File: src/rtl/explosao_pkg.sv
// explosao_pkg: phase encoding, segment patterns and glyphs for the explosion animation
package explosao_pkg;
  typedef enum logic [1:0] {
    IDLE    = 2'd0,
    FLASH   = 2'd1,
    BLANK   = 2'd2,
    MESSAGE = 2'd3
  } phase_t;
  localparam logic [6:0] SEG_BLANK = 7'h7F;
  localparam logic [6:0] FLASH_AB  = 7'b1111100;
  localparam logic [6:0] FLASH_CD  = 7'b1110011;
  localparam logic [6:0] FLASH_EF  = 7'b1001111;
  localparam logic [6:0] FLASH_G   = 7'b0111111;
  localparam logic [6:0] MSG_U     = 7'b1000001;
  localparam logic [6:0] MSG_D1    = 7'b0100001;
  localparam logic [6:0] MSG_I     = 7'b1111001;
  localparam logic [6:0] MSG_E     = 7'b0000110;
  localparam logic [6:0] MSG_D0    = 7'b0100001;
  function automatic logic [6:0] flash_seg(input logic [1:0] p);
    return p == 2'd0 ? FLASH_AB : p == 2'd1 ? FLASH_CD : p == 2'd2 ? FLASH_EF : FLASH_G;
  endfunction
  function automatic logic [6:0] msg_seg(input int k);
    return k == 0 ? MSG_D0 : k == 1 ? MSG_E : k == 2 ? MSG_I : k == 3 ? MSG_D1 : k == 4 ? MSG_U : SEG_BLANK;
  endfunction
endpackage

File: src/rtl/explosao_prescaler.sv
// explosao_prescaler: counts TICKS_PER_FRAME cycles and pulses tick on the last one
module explosao_prescaler #(
  parameter int TICKS_PER_FRAME = 5000000
) (
  input  logic clk,
  input  logic clr,
  input  logic en,
  output logic tick
);
  localparam int W = TICKS_PER_FRAME > 1 ? $clog2(TICKS_PER_FRAME) : 1;
  localparam logic [W-1:0] LAST = W'(TICKS_PER_FRAME - 1);
  logic [W-1:0] cnt;
  assign tick = en && cnt == LAST;
  // count while enabled, wrap on the frame tick
  always_ff @(posedge clk)
    cnt <= clr || tick ? '0 : en ? cnt + 1'b1 : cnt;
endmodule

File: src/rtl/explosao_animador.sv
// explosao_animador: FLASH/BLANK explosion then "udied" message; EXPLOSAO_PISCA_MSG_EN makes the message blink
module explosao_animador
  import explosao_pkg::*;
#(
  parameter int N_HEX           = 8,
  parameter int N_LEDR          = 18,
  parameter int TICKS_PER_FRAME = 5000000,
  parameter int FLASH_FRAMES    = 32,
  parameter int BLANK_FRAMES    = 32,
  parameter int N_CICLOS        = 1
) (
  input  logic               CLOCK,
  input  logic               RESET_N,
  input  logic               TEMPO_ACABOU,
  output logic [7*N_HEX-1:0] HEX,
  output logic [N_LEDR-1:0]  LEDR,
  output logic [1:0]         FASE,
  output logic               FIM
);
  localparam int FMAX = FLASH_FRAMES > BLANK_FRAMES ? FLASH_FRAMES : BLANK_FRAMES;
  localparam int FW0  = FMAX > 1 ? $clog2(FMAX) : 1;
`ifdef EXPLOSAO_PISCA_MSG_EN
  localparam int FW_MIN = 4;
`else
  localparam int FW_MIN = 2;
`endif
  localparam int FW = FW0 > FW_MIN ? FW0 : FW_MIN;
  localparam int CW = $clog2(N_CICLOS + 1);
  localparam logic [FW-1:0] FLAST = FW'(FLASH_FRAMES - 1);
  localparam logic [FW-1:0] BLAST = FW'(BLANK_FRAMES - 1);
  localparam logic [CW-1:0] CLAST = CW'(N_CICLOS - 1);
  phase_t state, state_nx;
  logic [FW-1:0] frame, frame_nx;
  logic [CW-1:0] cyc, cyc_nx;
  logic tick, run, msg_on;
  logic [7*N_HEX-1:0] hex_nx;
  logic [N_LEDR-1:0] ledr_nx;
`ifdef EXPLOSAO_PISCA_MSG_EN
  assign run    = state != IDLE;
  assign msg_on = ~frame[3];
`else
  assign run    = state == FLASH || state == BLANK;
  assign msg_on = 1'b1;
`endif
  explosao_prescaler #(.TICKS_PER_FRAME(TICKS_PER_FRAME)) u_presc (
    .clk  (CLOCK),
    .clr  (!RESET_N || !TEMPO_ACABOU || state == IDLE),
    .en   (run),
    .tick (tick)
  );
  // phase and counter register
  always_ff @(posedge CLOCK) begin
    if (!RESET_N) begin
      state <= IDLE;
      frame <= '0;
      cyc   <= '0;
    end else begin
      state <= state_nx;
      frame <= frame_nx;
      cyc   <= cyc_nx;
    end
  end
  // next phase: dropping TEMPO_ACABOU beats any frame or phase transition
  always_comb begin
    state_nx = state;
    frame_nx = frame;
    cyc_nx   = cyc;
    if (!TEMPO_ACABOU || state == IDLE) begin
      state_nx = TEMPO_ACABOU ? FLASH : IDLE;
      frame_nx = '0;
      cyc_nx   = '0;
    end else if (tick) begin
      case (state)
        FLASH: begin
          state_nx = frame == FLAST ? BLANK : FLASH;
          frame_nx = frame == FLAST ? '0 : frame + 1'b1;
        end
        BLANK: begin
          state_nx = frame != BLAST ? BLANK : cyc == CLAST ? MESSAGE : FLASH;
          frame_nx = frame == BLAST ? '0 : frame + 1'b1;
          cyc_nx   = frame == BLAST ? cyc + 1'b1 : cyc;
        end
        default: frame_nx = frame + 1'b1;
      endcase
    end
  end
  // display patterns derived from the current phase and frame
  always_comb begin
    hex_nx  = '1;
    ledr_nx = '0;
    for (int k = 0; k < N_HEX; k++)
      hex_nx[7*k +: 7] = state == FLASH ? flash_seg(frame[1:0]) :
                         state == MESSAGE && msg_on ? msg_seg(k) : SEG_BLANK;
    for (int i = 0; i < N_LEDR; i++)
      ledr_nx[i] = state == FLASH && 2'(i) == frame[1:0];
  end
  // registered outputs, one cycle behind the phase register
  always_ff @(posedge CLOCK) begin
    if (!RESET_N) begin
      HEX  <= '1;
      LEDR <= '0;
      FASE <= IDLE;
      FIM  <= 1'b0;
    end else begin
      HEX  <= hex_nx;
      LEDR <= ledr_nx;
      FASE <= state;
      FIM  <= state == MESSAGE;
    end
  end
endmodule

File: config.mk
export PLATFORM = sky130hd
export DESIGN_NAME = explosao_animador
export DESIGN_NICKNAME = d
export VERILOG_FILES = /design/src/rtl/explosao_pkg.sv /design/src/rtl/explosao_prescaler.sv /design/src/rtl/explosao_animador.sv
export SDC_FILE = /design/constraint.sdc
export NUM_CORES = 1
export LEC_CHECK = 0
export CAP_MARGIN = 20
export CORE_MARGIN = 5
export CORE_UTILIZATION = 52
export CTS_BUF_LIST = sky130_fd_sc_hd__clkbuf_4
export CTS_CLUSTER_DIAMETER = 60
export DETAILED_ROUTE_END_ITERATION = 8
export PLACE_DENSITY_LB_ADDON = 0.05
export SETUP_SLACK_MARGIN = 0.05
export SYNTH_ARGS = -nofsm -noshare
export SYNTH_HDL_FRONTEND = slang
export SYNTH_SLANG_ARGS = --single-unit
File: constraint.sdc
create_clock -name CLOCK -period 4 [get_ports CLOCK]
set_clock_uncertainty 0.2 [all_clocks]
set_input_delay 0.6 -clock CLOCK [delete_from_list [all_inputs] [get_ports CLOCK]]
set_output_delay 0.6 -clock CLOCK [all_outputs]
set_load 0.02 [all_outputs]
==> impl_metrics.yaml <==
drt:
  viasPerCell: 5.25
  ant_nets: 0
  drt_iter0_drc: 122
  drc: 0
  drt_pass1_iterations: 4
  wire_per_inst_um: 13.7
  drt_wl_total_um: 4840
  vias: 1860
critical_path:
  reg2reg_slack_ns: 1.20
  arrival_ns: 2.82
  end_kind: "register"
  critPathRequiredTime_ns: 4.02
  cp_max_fo: 23
  worstSetupPathType: "register to register"
  r2r-end: "u_presc.cnt[9]"
  endpoint: "u_presc.cnt[9]"
  r2r-start: "state[1]"
  reg2reg_depth: 6
  startpoint: "state[1]"
  start_kind: "register"
layout:
  syn2layout_area_growth_pct: 15.9
  final_area_um2: 2900
  diodes: 0
  drive_above_1_share: 0.0367
  nets: 313
  fillers: 430
timing:
  setup_tns_ns: 0
  max_freq_ghz: 0.358
  period_share: 0.699
  setup_violations: 0
  rsz0062_at_grt: "no"
  maxSlewHeadroom: 0.375
  setup_ws_ns: 1.20
  tightest_slew_ns: 0.938
  slew_viol_final: 0
  fin_crit_ns: 2.80
  hold_viol: 0
synth:
  synth_edf_count: 0
  synth_cell_types: 37
  syn_area_per_cell_um2: 8.78
  syn_inst: 285
  synth-seq-area-share: 0.368
  ys_ff_latch: 46
  yosys-top-cells-count: "buf_4 (62), dfxtp_1 (46), nor2_1 (19)"
  synth_top_area_frac: 0.368
  syn_nets: 299
  synthArstFlopShare: 0
  synth_area_leader_cell: "dfxtp_1"
  synth.area.top_cells: "dfxtp_1 (37%), buf_4 (19%), ha_1 (5.5%)"
  synth_top_flop_cell: "dfxtp_1"
  synth.most_common_cell: "buf_4"
  yosys_warnings: 0
  syn_area_um2: 2500
global_route:
  grt_pass1_vias: 1730
  grt_max_degree: 24
  antenna_found_initial: 0
  grt_pass1_wl_um: 8100
  overflow: 0
  grt_usage: 0.160
placed_design:
  dpl-instance-area_um2: 2840
  hpwl_um: 3640
  place_congestion: 0.772
  dp_slack_ns: 1.18
  io_buffers: 79
cts:
  clock_latency_ns: 0.36
  cts_setup_buffers: 0
  cts_tree: "done"
  cts_max_level: 2
  cts.sinks: 46
  clk_pin_slew_ns: 0.13
  cts_resized: 0
  hold_buffers: 0
  root_buffer: "clkbuf_4"
  cts_buffers: 5
  clockBufferDepth: 2
die:
  die-area_um2: 6300
  core_area_um2: 4690
  ios: 80
  die_w_um: 79.4
  die_h_um: 79.4
  initial_core_util: 0.533
  num_rows: 25
power_and_ir_drop:
  pwr-share-clk: 0.294
  p_int_mw: 0.546
  netSwitchingPower_mw: 0.171
  power_frac_comb: 0.060
  p_sw_frac: 0.238
  p_per_area_nw_per_um2: 247
  seqPwrFrac: 0.647
  power_leakage_nw: 1.02
  peakVddDrop_v: 0.000159
hold_path:
  worstHoldPathType: "register to register"
run_status:
  status: "complete, no violations"
flow_run:
  drv_cap: 0
worst min path at each step:
stage / startpoint / end / slack [ns] / cells past startpoint
after floorplan: u_presc.cnt[22] / u_presc.cnt[22] / 0.25 / 2
after global routing: u_presc.cnt[14] / u_presc.cnt[14] / 0.33 / 2
after detailed placement: u_presc.cnt[22] / u_presc.cnt[22] / 0.27 / 2
final: frame[4] / frame[4] / 0.29 / 2
after global placement: frame[4] / frame[4] / 0.27 / 2
after CTS: frame[4] / frame[4] / 0.29 / 2
critical path, cell delays in order, from the launching register on:
cell and delay [ns]:
dfxtp_1 0.42, inv_1 0.08, ha_1 0.42, nand4_1 0.14
or4_4 0.51, o21ai_2 0.75, nor2_1 0.13
cell families after synthesis:
logic type	count (synthesis)	synth area share
AOI/OAI and AO/OA	40	0.0991
xor gates and xnor gates	12	0.0420
adders and majority gates	11	0.0550
buffers and inverters	80	0.218
DFF	46	0.368
muxes	1	0.00400
and+or+nand+nor	95	0.214
final cells by class:
cell class / count / area [um^2] / area share
multi-input cells: 159 / 1030 / 0.357
flip-flops and latches: 46 / 921 / 0.318
repair buffers: 79 / 791 / 0.273
well taps: 54 / 67.6 / 0.0233
clock buffers: 5 / 37.5 / 0.0130
inverters: 8 / 30.0 / 0.0104
clock inverters: 3 / 16.3 / 0.00561
metal layers:
layer  global-route usage  wire length (um)
met1                0.201              2260
met2                0.263              2150
met3               0.0374               351
met4               0.0636                78
met5                    0                 0
registers in the layout, summed over array words and instances (netlist names):
signal and cells:
state 2, FIM 1, u_presc.cnt 23, LEDR 4, cyc 1, HEX 8, frame 5, FASE 2
cell usage in the layout (no fill, tap or decap), types with 3 or more instances in the layout:
cell,instances
clkdlybuf4s50_1,79
dfxtp_1,46
nor2_1,19
a21oi_1,15
nand3_1,13
nand2_1,13
ha_1,11
o31ai_1,10
nand4_1,9
xor2_1,9
inv_1,8
o21ai_0,8
or4_1,8
and3_1,7
or3_1,6
and2_1,5
clkbuf_4,5
and4_1,3
xnor2_1,3
stage by stage:
step | hold slack [ns] | utilization | std cells | power, mW
2_1_floorplan | 0.247 | - | 285 | 0.505
3_3_place_gp | 0.267 | 0.606 | 346 | 0.517
3_5_place_dp | 0.271 | 0.606 | 346 | 0.517
4_1_cts | 0.294 | 0.618 | 354 | 0.727
5_1_grt | 0.334 | 0.618 | 354 | 0.750
6_report | 0.292 | 0.618 | 354 | 0.717
power by group through the flow:
| stage | logic, mW | registers, mW | clock network, mW |
|---|---|---|---|
| after floorplan | 0.0296 | 0.475 | 0 |
| after detailed placement | 0.0432 | 0.474 | 0 |
| final | 0.0428 | 0.463 | 0.211 |
| after global routing | 0.0453 | 0.465 | 0.240 |
| after CTS | 0.0433 | 0.464 | 0.220 |
| after global placement | 0.0431 | 0.474 | 0 |
Power figures use the tool's default switching activity.
